$ cat src/rtl/mmio_port_responder.sv
// mmio_port_responder: 16-byte MMIO window holding a 32-bit output port register
// and a synchronized, change-detecting 8-bit input port with sticky status and IRQ.
module mmio_port_responder #(
   parameter logic [31:0] BASE_ADDRESS = 32'h1001_0020,
   parameter logic [31:0] RESET_OUT    = 32'h0000_0000,
   parameter int unsigned ARM_CYCLES   = 3
) (
   input  logic        clk,
   input  logic        reset,
   input  logic        MemWrite,
   input  logic        MemRead,
   input  logic [31:0] Address,
   input  logic [31:0] WriteData,
   output logic [31:0] ReadData,
   output logic        Hit,
   input  logic [7:0]  PortIn,
   output logic [31:0] PortOut,
   output logic        PortOutStrobe,
   output logic        InChangeIrq
);
   logic [31:0] port_out;
   logic        strobe, chg, ovf, irq_en;
   logic [7:0]  sync1, sync2, prev, chg_mask, diff;
   logic [3:0]  arm_cnt;
   logic [1:0]  offset;
   logic        wr, clr, armed, change;
   logic [31:0] sel;

   assign Hit    = (Address[31:4] == BASE_ADDRESS[31:4]) && (Address[1:0] == 2'b00);
   assign offset = Address[3:2];
   assign wr     = MemWrite && Hit;
   assign clr    = wr && (offset == 2'd3) && WriteData[0];
   assign armed  = arm_cnt == 4'(ARM_CYCLES);
   assign diff   = sync2 ^ prev;
   assign change = armed && (diff != 8'h00);

   always_comb begin
      sel = (offset == 2'd0) ? port_out :
            (offset == 2'd1) ? {24'h0, sync2} :
            (offset == 2'd2) ? {15'h0, ovf, chg_mask, 7'h0, chg} :
                               {30'h0, irq_en, 1'b0};
      ReadData = (MemRead && Hit) ? sel : 32'h0;
   end

   assign PortOut       = port_out;
   assign PortOutStrobe = strobe;
   assign InChangeIrq   = chg && irq_en;

   always_ff @(posedge clk or negedge reset) begin
      if (!reset) begin
         port_out <= RESET_OUT;
         strobe   <= 1'b0;
         sync1    <= 8'h00;
         sync2    <= 8'h00;
         prev     <= 8'h00;
         arm_cnt  <= 4'h0;
         chg      <= 1'b0;
         chg_mask <= 8'h00;
         ovf      <= 1'b0;
         irq_en   <= 1'b0;
      end else begin
         strobe <= wr && (offset == 2'd0);
         if (wr && offset == 2'd0) port_out <= WriteData;
         if (wr && offset == 2'd3) irq_en <= WriteData[1];
         sync1 <= PortIn;
         sync2 <= sync1;
         prev  <= sync2;
         if (!armed) arm_cnt <= arm_cnt + 4'h1;
         // a coincident clear yields to the new change, which restarts the sticky record
         if (change && chg && !clr) begin
            chg_mask <= chg_mask | diff;
            ovf      <= 1'b1;
         end else if (change) begin
            chg      <= 1'b1;
            chg_mask <= diff;
            ovf      <= 1'b0;
         end else if (clr) begin
            chg      <= 1'b0;
            chg_mask <= 8'h00;
            ovf      <= 1'b0;
         end
      end
   end
endmodule

$ cat config.mk
export PLATFORM = sky130hd
export DESIGN_NAME = mmio_port_responder
export DESIGN_NICKNAME = d
export VERILOG_FILES = /design/src/rtl/mmio_port_responder.sv
export SDC_FILE = /design/constraint.sdc
export NUM_CORES = 1
export LEC_CHECK = 0
export ABC_CLOCK_PERIOD_IN_PS = 4800
export BUFFER_PORTS_ARGS = -buffer_cell sky130_fd_sc_hd__buf_2
export CAP_MARGIN = 25
export CORE_UTILIZATION = 51
export DETAILED_ROUTE_END_ITERATION = 8
export PLACE_DENSITY = 0.85
export SLEW_MARGIN = 15
export SYNTH_ARGS = -nofsm -noshare
export SYNTH_HDL_FRONTEND = slang
export SYNTH_SLANG_ARGS = --single-unit
$ cat constraint.sdc
create_clock -name clk -period 4.8 [get_ports clk]
set_clock_uncertainty 0.05 [all_clocks]
set_input_delay 0.24 -clock clk [delete_from_list [all_inputs] [get_ports clk]]
set_output_delay 0.24 -clock clk [all_outputs]
set_load 0.05 [all_outputs]
======== After elaboration in Yosys (flattened, before gate mapping) ========
Cells that the tools add are included.
operators by class
  add/sub/neg operators ................... 1
  multipliers ............................. 0
  div/mod/pow operators ................... 0
  $lt $le $gt $ge ......................... 0
  equal/unequal tests ..................... 5
  shifts and indexed selects .............. 0
  muxes and demuxes ....................... 11
  bitwise operators ....................... 3
  reductions and logical operators ........ 17
operators by type and width
  operator              number
  $mux 32               2
  $mux 17               2
  $eq 28x25->1 const B  1
  $mux 8                3
  $logic_and 1x1->1     10
  $or 8x8->8            1
  $reduce_bool 8->1     1
  $xor 8x8->8           1
  $add 4x1->4 const B   1
  $eq 2x2->1 const B    2
  $eq 4x2->1 const B    1
  $logic_not 2->1       2
  $mux 1                4
  $reduce_bool 3->1     1
  $eq 2x1->1 const B    1
  $reduce_and 2->1      1
  $reduce_bool 2->1     1
  $logic_not 1->1       1
  $not 1->1             1
word-level totals
  register bits after elaboration ......... 72
  bits in latches ......................... 0
  bits in writable memories ............... 0
  ROM bits ................................ 0
  bits of input ports ..................... 76
  word-level logic and storage cells ...... 47
  memories kept ........................... 0

======== Logic depth before layout (Yosys ltp) ========
Gate-level depths: netlist of the first run.
  depth in word-level cells ............... 9
  gate-level depth with buffers ........... 5
  mapped depth without buffers ............ 4

======== Worst setup path before layout of the first run ========
Ideal clock, no wire load.
  path kind ............................... input to output
  start point ............................. input Address[15]
  end point ............................... output ReadData[0]
  data arrival time ....................... 2.109 ns
  data required time ...................... 4.510 ns
  path slack .............................. 2.401 ns
  stages on the path ...................... 4
  path buffers ............................ 0
  path through ............................ nor4b_2 > nand4_2 > nor2_1 > and3_1
on the way
  cells in the longest elaborated chain, start to end .. 4
RTL lines
  item               RTL line  source
  from (decl)        12        input logic [31:0] Address,
  $eq 28x25->1       29        assign Hit = (Address[31:4] == BASE_ADDRESS[31:4]) && (Address[1:0] == 2'b00);
  $logic_and 1x1->1  29
  net Hit            15        output logic Hit,
  $logic_and 1x1->1  42        ReadData = (MemRead && Hit) ? sel : 32'h0;
  $mux 32            42
  to (decl)          14        output logic [31:0] ReadData,
The timed path passes the listed nets, and every way through them passes these cells.

======== Worst setup path in the final report of the first run ========
  start point ............................. input Address[11]
  end point ............................... register port_out[26] (netlist: PortOut[26])
on the way
  cells in the longest elaborated chain, start to end .. 4
RTL lines
  item                  RTL line  source
  $eq 28x25->1          29
  $logic_and 1x1->1     29
  $logic_and 1x1->1     31        assign wr = MemWrite && Hit;
  $logic_and 1x1->1     63        if (wr && offset == 2'd0) port_out <= WriteData;
  to (signal assigned)  63
  to (decl)             21        logic [31:0] port_out;
Every way passes these cells.
A chain may end at the register's enable or synchronous reset.

==> results_dict.tcl, run 1 <==
set metrics [dict create \
    layout_setup_ws_ns 2.32 \
    antenna_found_initial 0 \
    floorplan.io_pins 143 \
    total_power_mw 1.15 \
    synthesis.yosys.warnings 0 \
    place_congestion 0.752 \
    cts.clk_slew.worst_paths_ns 0.07 \
    tightestPinTransition_ns 0.904 \
    average_wire_per_standard_cell_um 15.7 \
    yosys.area.top_type_share_pct 54.6 \
    clockPowerShare_pct 38.2 \
    route.detailed.drc 0 \
    final_net_count 473 \
    final_period_minus_worst_setup_slack_ns 2.48 \
    timing_max_transition_violations_final 0 \
    critical_path_at_ns 2.64 \
    unrepaired_setup_endpoints_after_global_routing "no" \
    synthTopCellsByCount "sky130_fd_sc_hd__dfrtp_1 (72), sky130_fd_sc_hd__mux2_4 (30), sky130_fd_sc_hd__mux2i_1 (17)" \
    place_hpwl_um 5420 \
    final_antenna_net_count 0 \
    flip_flop_and_latch_count_after_synthesis 72 \
    grt_remaining_overflow 0 \
    largest_net_degree_at_the_start_of_global_routing 73 \
    yosys-top-cells-area "sky130_fd_sc_hd__dfrtp_1 (55%), sky130_fd_sc_hd__mux2_4 (14%), sky130_fd_sc_hd__mux2i_1 (5.2%)" \
    num_vias 2429 \
    maxClockFrequency_mhz 404 \
    floorplan.core_area_mm2 0.00606 \
    clk_latency_ns 0.34 \
    finalSetupViolCount 0 \
    cts_inserted_buffers 9 \
    post_syn_area_per_cell_um2 13.6 \
    cts_root_buffer "sky130_fd_sc_hd__clkbuf_8" \
    grt_first_pass_wirelength_um 11800 \
    total_detailed_routing_wirelength_um 7410 \
    worstPathMaxFanout 22 \
    vdd_drop_max_uv 252 \
    dpl_cell_area_mm2 0.00405 \
    multi_input_area_mm2 0.00137 \
    synth-simple-area-share_pct 15.3 \
    mappedNetlistNets 319 \
    crit_end_category "register" \
    grtUsageTotal_pct 24.2 \
    stdcell_area_mm2 0.00432 \
    timing.max_cap.violations 0 \
    first_global_vias 2472 \
    die_area_mm2 0.00679 \
    ant_diodes 0 \
    portBuffers 142 \
    worstHoldPathType "primary input to register" \
    startpoint_type "primary input" \
    max_root_sink_buffers 2 \
    post_cts_resized 0 \
    layout_worst_path_cycle_share_pct 51.6 \
    placement.setup.worst_slack_ns 1.97 \
    area_delta_synth_final_pct 31.0 \
    fillers 461 \
    combinational_group_share_of_total_power_pct 7.4 \
    register_area_mm2 0.00180 \
    cell_internal_power_mw 0.894 \
    synth_area_in_xor_xnor_pct 2.66 \
    post_synth_instance_area_mm2 0.00330 \
    dr.pass1.iters 4 \
    row_cnt 28 \
    final_util_pct 71.3 \
    setup_tns_ns 0 \
    clock-sinks 72 \
    cellLeakagePower_nw 2.40 \
    die_w_um 82.4 \
    h-tree-depth 3 \
    switchingPower_mw 0.251 \
    slew_headroom_pct 39.3 \
    synth-edff-count 0 \
    initial_util_pct 54.4 \
    power.sequential.fraction_pct 54.4 \
    switching_part_of_the_total_power_pct 21.9 \
    outcome "finished clean" \
    most_frequently_used_flop_master_after_synthesis "sky130_fd_sc_hd__dfrtp_1" \
    post_synth_fa_ha_maj_area_fraction_pct 0.379 \
    cts_tree "yes" \
    critical_path_data_required_time_ns 4.97 \
    post-synth-top-count-cell "sky130_fd_sc_hd__dfrtp_1" \
    initialDrtViolationCount 140 \
    yosysSeqAreaShare_pct 54.6 \
    synth_largest_area_cell "sky130_fd_sc_hd__dfrtp_1" \
    postSynthCellCount 242 \
    synthArstFlopShare_pct 100 \
    power_density_mw_per_mm2 265 \
    synthMuxAreaShare_pct 20.2 \
    cts_post_setup_buffers_inserted 0 \
    die_height_um 82.4 \
    synthesized_area_fraction_occupied_by_ao_oa_aoi_and_oai_cells_pct 3.15 \
    synth_top_family_by_area "multiplexers" \
    synth_cell_types 32 \
    worstSetupPathType "primary input to register" \
    hold_violations 0 \
    detailed_route_vias_per_instance 5.14 \
    share_of_cells_above_drive_strength_1_pct 51.5 \
]
metal layers:
metal  part of all wire (%)  GRT usage (%)  vias up
met5                      0              0        -
met2                     53           43.8       97
met1                     40           27.6     1187
met4                    1.1           10.0        0
met3                    6.2           4.84        5
li1                       -              -     1140
repair_timing:
item | CTS | global route
endpoints found under the hold margin | 20 | 0
hold buffers | 9 | 0
endpoints found under the setup margin | 0 | 0
cell usage in the layout (no fill, tap or decap):
master / instances
sky130_fd_sc_hd__a221oi_1: 1
sky130_fd_sc_hd__and2_1: 16
sky130_fd_sc_hd__and3_1: 2
sky130_fd_sc_hd__buf_2: 141
sky130_fd_sc_hd__buf_4: 3
sky130_fd_sc_hd__clkbuf_4: 1
sky130_fd_sc_hd__clkbuf_8: 13
sky130_fd_sc_hd__dfrtp_1: 72
sky130_fd_sc_hd__dlygate4sd3_1: 9
sky130_fd_sc_hd__ha_1: 1
sky130_fd_sc_hd__inv_1: 13
sky130_fd_sc_hd__mux2_2: 4
sky130_fd_sc_hd__mux2_4: 30
sky130_fd_sc_hd__mux2i_1: 17
sky130_fd_sc_hd__nand2_1: 10
sky130_fd_sc_hd__nand3_1: 3
sky130_fd_sc_hd__nand3b_1: 1
sky130_fd_sc_hd__nand4_2: 1
sky130_fd_sc_hd__nand4_4: 1
sky130_fd_sc_hd__nor2_1: 16
sky130_fd_sc_hd__nor2b_1: 1
sky130_fd_sc_hd__nor3b_1: 1
sky130_fd_sc_hd__nor4_1: 2
sky130_fd_sc_hd__nor4_2: 4
sky130_fd_sc_hd__nor4_4: 4
sky130_fd_sc_hd__nor4b_2: 1
sky130_fd_sc_hd__nor4b_4: 1
sky130_fd_sc_hd__o211a_1: 1
sky130_fd_sc_hd__o21ai_0: 5
sky130_fd_sc_hd__o31ai_1: 8
sky130_fd_sc_hd__or2_2: 1
sky130_fd_sc_hd__or4_1: 4
sky130_fd_sc_hd__xnor2_1: 2
sky130_fd_sc_hd__xor2_1: 8
metrics by stage:
step                std cells  hold WS, ns
floorplan                 242       -0.106
global placement          450        0.281
detailed placement        450        0.286
CTS                       472       0.0613
global route              473       0.0605
finish                    473       0.0779
final cells by class:
type,instances,share of cell area (%)
inverter,13,1.13
sequential,72,41.7
tap,75,2.17
timing repair buffer,154,19.1
clock buffer,13,4.14
multi-input combinational,146,31.8
power groups by stage:
stage               clock network [mW]  logic (mW)  registers (mW)
floorplan                            0      0.0272           0.633
global placement                     0      0.0774           0.634
detailed placement                   0      0.0794           0.634
CTS                              0.449      0.0857           0.623
global route                     0.480      0.0946           0.623
finish                           0.438      0.0847           0.623
registers in the layout, indices dropped and copies added (netlist names), 4 cells and up:
register  flops
chg_mask      8
sync2         8
PortOut      32
sync1         8
prev          8
arm_cnt       4
kinds of logic (layout without fill, tap and decap cells):
kind of cell | Yosys count | count (layout)
compound gates | 15 | 15
fa+ha+maj | 1 | 1
mux | 51 | 51
simple gates | 69 | 69
xor+xnor | 10 | 10
buf+inv | 24 | 180
flops | 72 | 72
worst paths after layout:
| check | from | endpoint | slack (ns) | depth (start not counted) |
|---|---|---|---|---|
| max | Address[11] | PortOut[26] | 2.32 | 6 |
| min | WriteData[31] | PortOut[31] | 0.08 | 2 |
| max reg2reg | arm_cnt[0] | chg_mask[6] | 2.90 | 5 |
| min reg2reg | sync1[7] | sync2[7] | 0.30 | 0 |
| max in group asynchronous | reset | sync1[5] | 3.61 | 2 |
| min in group asynchronous | reset | PortOut[30] | 0.52 | 2 |
worst max-delay path: stages:
cell and delay, ns:
sky130_fd_sc_hd__buf_2 0.11, sky130_fd_sc_hd__nor4_2 0.31, sky130_fd_sc_hd__nand4_2 0.29, sky130_fd_sc_hd__nor4_4 0.83, sky130_fd_sc_hd__buf_4 0.50, sky130_fd_sc_hd__mux2_4 0.34
Power figures use the tool's default switching activity.
==> run 2, diff against run 1 <==
--- a/config.mk
+++ b/config.mk
@@ -5,12 +5,13 @@
 export SDC_FILE = /design/constraint.sdc
 export NUM_CORES = 1
 export LEC_CHECK = 0
-export ABC_CLOCK_PERIOD_IN_PS = 4800
+export ABC_AREA = 1
+export ABC_CLOCK_PERIOD_IN_PS = 2500
 export BUFFER_PORTS_ARGS = -buffer_cell sky130_fd_sc_hd__buf_2
 export CAP_MARGIN = 25
-export CORE_UTILIZATION = 51
+export CORE_UTILIZATION = 48
 export DETAILED_ROUTE_END_ITERATION = 8
-export PLACE_DENSITY = 0.85
+export PLACE_DENSITY = 0.8
 export SLEW_MARGIN = 15
 export SYNTH_ARGS = -nofsm -noshare
 export SYNTH_HDL_FRONTEND = slang
==> constraint.sdc (replaced) <==
create_clock -name clk -period 2.5 [get_ports clk]
set_clock_uncertainty 0.05 [all_clocks]
set_input_delay 0.125 -clock clk [delete_from_list [all_inputs] [get_ports clk]]
set_output_delay 0.125 -clock clk [all_outputs]
set_load 0.05 [all_outputs]
==> run 2 against run 1 <==
Effect of this change: first-iteration DRC count grew 61%; total power up 100%; combinational power increased to 2.6 times the previous value; utilization decreased by 0.61 points; clock-buffer cell count shrank 4; largest cell class unchanged; cell count grew 59%; clock power rose by 100%.
==> results_dict.tcl, run 2 <==
set metrics [dict create \
    h-tree-depth 3 \
    max_root_sink_buffers 2 \
    worstHoldPathType "primary input to register" \
    hold_violations 0 \
    num_vias 3640 \
    post_syn_area_per_cell_um2 7.43 \
    synth_cell_types 21 \
    outcome "finished clean" \
    cts_root_buffer "sky130_fd_sc_hd__clkbuf_8" \
    largest_reg_flops 32 \
    startpoint_type "primary input" \
    timing.max_cap.violations 0 \
    synthTopCellsByCount "sky130_fd_sc_hd__nand2_1 (218), sky130_fd_sc_hd__dfrtp_1 (72), sky130_fd_sc_hd__nor2_1 (64)" \
    postSynthCellCount 464 \
    vdd_drop_max_uv 420 \
    hold-path-endpoint "irq_en" \
    most_frequently_used_flop_master_after_synthesis "sky130_fd_sc_hd__dfrtp_1" \
    cellLeakagePower_nw 2.73 \
    setup_tns_ns 0 \
    flip_flop_and_latch_count_after_synthesis 72 \
    mappedNetlistNets 541 \
    worst_r2r_path_depth 8 \
    ant_diodes 0 \
    reg2reg_from "arm_cnt[0]" \
    first_global_vias 3470 \
    post-synth-top-count-cell "sky130_fd_sc_hd__nand2_1" \
    dr.pass1.iters 5 \
    power_density_mw_per_mm2 472 \
    yosys-top-cells-area "sky130_fd_sc_hd__dfrtp_1 (52%), sky130_fd_sc_hd__nand2_1 (24%), sky130_fd_sc_hd__nor2_1 (7.0%)" \
    layout_commonest_cell "sky130_fd_sc_hd__nand2_1" \
    final_net_count 730 \
    post_cts_resized 0 \
    floorplan.core_area_mm2 0.00687 \
    antenna_found_initial 0 \
    timing_max_transition_violations_final 0 \
    synth-edff-count 0 \
    cts_tree "yes" \
    post_synth_instance_area_mm2 0.00345 \
    grt_remaining_overflow 0 \
    cts-hold-fix-buffers 41 \
    grtUsageTotal_pct 27.4 \
    cts_inserted_buffers 9 \
    yosys.area.top_type_share_pct 52.2 \
    place_hpwl_um 6600 \
    critical_path_at_ns 2.03 \
    worstPathMaxFanout 19 \
    finalSetupViolCount 0 \
    final_antenna_net_count 0 \
    final_cell_mix "sky130_fd_sc_hd__nand2_1 (218), sky130_fd_sc_hd__buf_2 (142), sky130_fd_sc_hd__dfrtp_1 (72)" \
    synthesis.yosys.warnings 0 \
    crit_end_category "output pin" \
    route.detailed.drc 0 \
    layout_worst_path_cycle_share_pct 88.2 \
    hold_depth 3 \
    final_util_pct 70.7 \
    slew_headroom_pct 49.5 \
    average_wire_per_standard_cell_um 13.1 \
    initial_util_pct 50.2 \
    largest_net_degree_at_the_start_of_global_routing 35 \
    unrepaired_setup_endpoints_after_global_routing "no" \
    die_area_mm2 0.00753 \
    total_detailed_routing_wirelength_um 9860 \
    clock-sinks 72 \
    initialDrtViolationCount 225 \
    grt_first_pass_wirelength_um 15800 \
    place_congestion 0.863 \
    final_period_minus_worst_setup_slack_ns 2.21 \
    yosysSeqAreaShare_pct 52.2 \
    critical_path_data_required_time_ns 2.33 \
    synthArstFlopShare_pct 100 \
    row_cnt 30 \
    min-delay-start "MemWrite" \
    regToRegSetupSlack_ns 0.75 \
    tightestPinTransition_ns 0.758 \
    die_w_um 86.8 \
    die_height_um 86.8 \
    synth_largest_area_cell "sky130_fd_sc_hd__dfrtp_1" \
    worstSetupPathType "primary input to output pin" \
    cts.clk_slew.worst_paths_ns 0.08 \
    floorplan.io_pins 143 \
    portBuffers 142 \
    cts_post_setup_buffers_inserted 0 \
    maxClockFrequency_mhz 453 \
    detailed_route_vias_per_instance 4.83 \
    share_of_cells_above_drive_strength_1_pct 26.7 \
    clk_latency_ns 0.36 \
    timing.rr.end "chg_mask[0]" \
    area_delta_synth_final_pct 40.8 \
]
run 2: metrics by stage:
step	instances	area [µm²]	power, mW	setup slack, ns	hold slack [ns]
CTS	754	4860	2.30	0.358	0.0656
global route	754	4860	2.39	0.106	0.146
global placement	697	4260	1.38	0.451	0.183
finish	754	4860	2.29	0.294	0.0728
floorplan	464	3450	1.28	0.367	-0.221
detailed placement	697	4260	1.39	0.357	0.185
run 2: layout make-up:
cell class              instances  area [µm²]
flip-flops and latches         72        1800
clock buffers                   9         124
multi-input cells             342        1430
fillers                       530        2010
well taps                      96         120
inverters                      37         139
repair buffers                191        1180
clock inverters                 7        62.6
run 2: routing by layer:
layer	vias up	share of wire [%]	global-route usage [%]
met5	-	0	0
met4	0	1.3	9.85
met3	14	6.6	6.29
met2	157	51	47.8
met1	1675	41	33.4
li1	1794	-	-
run 2: worst max-delay path, cell delays in order:
cell and delay (ns):
sky130_fd_sc_hd__buf_2 0.11, sky130_fd_sc_hd__nor2_1 0.09, sky130_fd_sc_hd__nand2_1 0.06, sky130_fd_sc_hd__nor2_1 0.11, sky130_fd_sc_hd__nand2_1 0.09, sky130_fd_sc_hd__nor2_4 0.19, sky130_fd_sc_hd__nand2_1 0.44, sky130_fd_sc_hd__buf_4 0.36
sky130_fd_sc_hd__nor2_1 0.14, sky130_fd_sc_hd__buf_2 0.31
run 2: cell families (layout without fill, tap and decap cells):
kind of cell | after synthesis | after routing | synth area share, %
adders and majority gates | 1 | 1 | 0.363
DFF | 72 | 72 | 52.2
buffers and inverters | 50 | 244 | 6.42
xor gates and xnor gates | 3 | 3 | 0.762
and+or+nand+nor | 318 | 318 | 37.2
AOI/OAI and AO/OA | 20 | 20 | 2.98
run 2: worst max path at each step:
stage | startpoint | endpoint | slack, ns
finish | Address[11] | ReadData[19] | 0.29
CTS | Address[13] | ReadData[25] | 0.36
global placement | Address[13] | ReadData[29] | 0.45
detailed placement | Address[11] | ReadData[25] | 0.36
global route | Address[28] | ReadData[19] | 0.11
floorplan | Address[5] | ReadData[12] | 0.37
run 2: report_power, final:
| group | total, mW | internal, mW | leakage (nW) | switching [mW] |
|---|---|---|---|---|
| clock | 0.877 | 0.381 | 0.0927 | 0.497 |
| combinational | 0.220 | 0.110 | 1.75 | 0.109 |
| sequential | 1.20 | 1.18 | 0.888 | 0.0127 |
| total | 2.29 | 1.67 | 2.73 | 0.619 |
==> run 3, diff against run 2 <==
--- a/config.mk
+++ b/config.mk
@@ -5,13 +5,11 @@
 export SDC_FILE = /design/constraint.sdc
 export NUM_CORES = 1
 export LEC_CHECK = 0
-export ABC_AREA = 1
 export ABC_CLOCK_PERIOD_IN_PS = 2500
 export BUFFER_PORTS_ARGS = -buffer_cell sky130_fd_sc_hd__buf_2
 export CAP_MARGIN = 25
-export CORE_UTILIZATION = 48
+export CORE_UTILIZATION = 35
 export DETAILED_ROUTE_END_ITERATION = 8
-export PLACE_DENSITY = 0.8
 export SLEW_MARGIN = 15
 export SYNTH_ARGS = -nofsm -noshare
 export SYNTH_HDL_FRONTEND = slang
==> run 3 against run 2 <==
Effect of this change: largest cell class unchanged; cell area fell by 3.0%; largest power group unchanged; sequential share of layout area increased by 1.2 points; wire length fell by 22%; the run now ends with DRC left; first-iteration DRC count decreased by 76%; combinational power shrank 9%; critical path type unchanged; global-route usage is 11 points lower; non-clock buffer count down 3; critical path depth fell by 4; setup slack better by 0.064 ns; worst hold slack better by 0.0080 ns; cell count fell by 28%; clock power rose by 2%.
==> results_dict.tcl, run 3 (synthesis gave the netlist of run 1 again) <==
set metrics [dict create \
    place_congestion 0.727 \
    die_height_um 99.1 \
    max_stage_delay_ns 0.67 \
    critical_path_at_ns 1.97 \
    ant_diodes 0 \
    fillers 831 \
    num_vias 2473 \
    cts.clk_slew.worst_paths_ns 0.08 \
    place_hpwl_um 5320 \
    tightestPinTransition_ns 0.897 \
    grt_first_pass_wirelength_um 12600 \
    layout_commonest_cell "sky130_fd_sc_hd__buf_2" \
    startpoint_type "primary input" \
    finalSetupViolCount 0 \
    vdd_drop_max_uv 270 \
    critPathMostFrequentCell "sky130_fd_sc_hd__buf_2" \
    area_delta_synth_final_pct 42.8 \
    unrepaired_setup_endpoints_after_global_routing "no" \
    maxClockFrequency_mhz 467 \
    stdcell_area_mm2 0.00471 \
    cp.buffers_inverters 2 \
    largest_reg_flops 32 \
    worst_path_dominant_cell_family "simple AND/OR/NAND/NOR gates" \
    floorplan.io_pins 143 \
    cts_root_buffer "sky130_fd_sc_hd__clkbuf_8" \
    layout_worst_path_cycle_share_pct 85.7 \
    timing.max_cap.violations 0 \
    total_detailed_routing_wirelength_um 7740 \
    placement.setup.worst_slack_ns 0.345 \
    crit_end_category "output pin" \
    post_cts_resized 0 \
    initialDrtViolationCount 54 \
    final_util_pct 51.2 \
    largest_net_degree_at_the_start_of_global_routing 73 \
    failed_checks "DRC" \
    share_of_cells_above_drive_strength_1_pct 47.9 \
    worstPathMaxFanout 9 \
    worstHoldPathType "primary input to register" \
    outcome "finished, violations left" \
    detailed_route_vias_per_instance 4.54 \
    hold_violations 0 \
    floorplan.core_area_mm2 0.00920 \
    cts_inserted_buffers 9 \
    grtUsageTotal_pct 16.7 \
    first_global_vias 2590 \
    final_antenna_net_count 0 \
    portBuffers 142 \
    final_cell_mix "sky130_fd_sc_hd__buf_2 (141), sky130_fd_sc_hd__dfrtp_1 (72), sky130_fd_sc_hd__dlygate4sd3_1 (41)" \
    cellLeakagePower_nw 2.55 \
    cts-hold-fix-buffers 41 \
    max_root_sink_buffers 2 \
    clock-sinks 72 \
    critical_path_data_required_time_ns 2.33 \
    dpl_cell_area_mm2 0.00411 \
    h-tree-depth 3 \
    critical_path.cell_chain "buf_2, nor4b_2, nand4_2, or4_1, nor2_1, buf_2" \
    cts_post_setup_buffers_inserted 0 \
    row_cnt 35 \
    slew_headroom_pct 40.2 \
    initial_util_pct 35.9 \
    crit_path_top_delay_cell "sky130_fd_sc_hd__or4_1" \
    timing_max_transition_violations_final 0 \
    grt_remaining_overflow 0 \
    average_wire_per_standard_cell_um 14.2 \
    die_w_um 99.1 \
    clk_latency_ns 0.35 \
    cts_tree "yes" \
    antenna_found_initial 0 \
    worstSetupPathType "primary input to output pin" \
    setup_tns_ns 0 \
    route.detailed.drc 2 \
    dr.pass1.iters 6 \
    power_density_mw_per_mm2 486 \
    layout_setup_ws_ns 0.358 \
    die_area_mm2 0.00982 \
    final_period_minus_worst_setup_slack_ns 2.14 \
    final_net_count 507 \
]
[run 3: final cells by class]
| cell class | count | area (µm²) | share of cell area [%] |
|---|---|---|---|
| clock buffer | 11 | 141 | 3.00 |
| sequential | 72 | 1800 | 38.3 |
| inverter | 13 | 48.8 | 1.04 |
| multi-input combinational | 146 | 1370 | 29.1 |
| clock inverter | 4 | 45.0 | 0.956 |
| tap | 111 | 139 | 2.95 |
| timing repair buffer | 188 | 1160 | 24.7 |
[run 3: where the power goes]
part | leakage [nW] | switching [mW] | internal, mW
combinational | 1.56 | 0.0892 | 0.112
clock | 0.0989 | 0.413 | 0.478
sequential | 0.888 | 0.0109 | 1.18
total | 2.55 | 0.513 | 1.77
[run 3: worst paths after layout]
check,start,endpoint,slack (ns),depth (start not counted)
max in group asynchronous,reset,prev[4],1.42,2
min in group asynchronous,reset,PortOut[12],0.38,2
hold / removal,MemWrite,PortOutStrobe,0.08,3
hold reg to reg,sync1[6],sync2[6],0.30,0
setup reg to reg,sync2[2],ovf,0.60,4
setup / recovery,Address[15],ReadData[14],0.36,6
[run 3: per-layer routing]
layer  global-route usage, %  wire, µm  share of wire [%]
met5                       0         0                  0
met4                    9.05       239                3.1
met3                    2.91       341                4.4
met2                    27.7      3700                 48
met1                    20.8      3460                 45
[run 3: stage by stage]
stage                     power, mW  hold slack (ns)  std cells
after detailed placement       1.37            0.186        489
after global placement         1.37            0.182        489
after global routing           2.39           0.0745        545
final                          2.29           0.0808        545
after floorplan                1.27           -0.221        242
after CTS                      2.32           0.0668        545
[run 3: worst reg2reg max path, delay by kind of cell (launching register included)]
kind / cells / cell delay [ns]
xor+xnor: 1 / 0.20
simple gates: 1 / 0.56
flops: 1 / 0.42
compound gates: 2 / 0.58
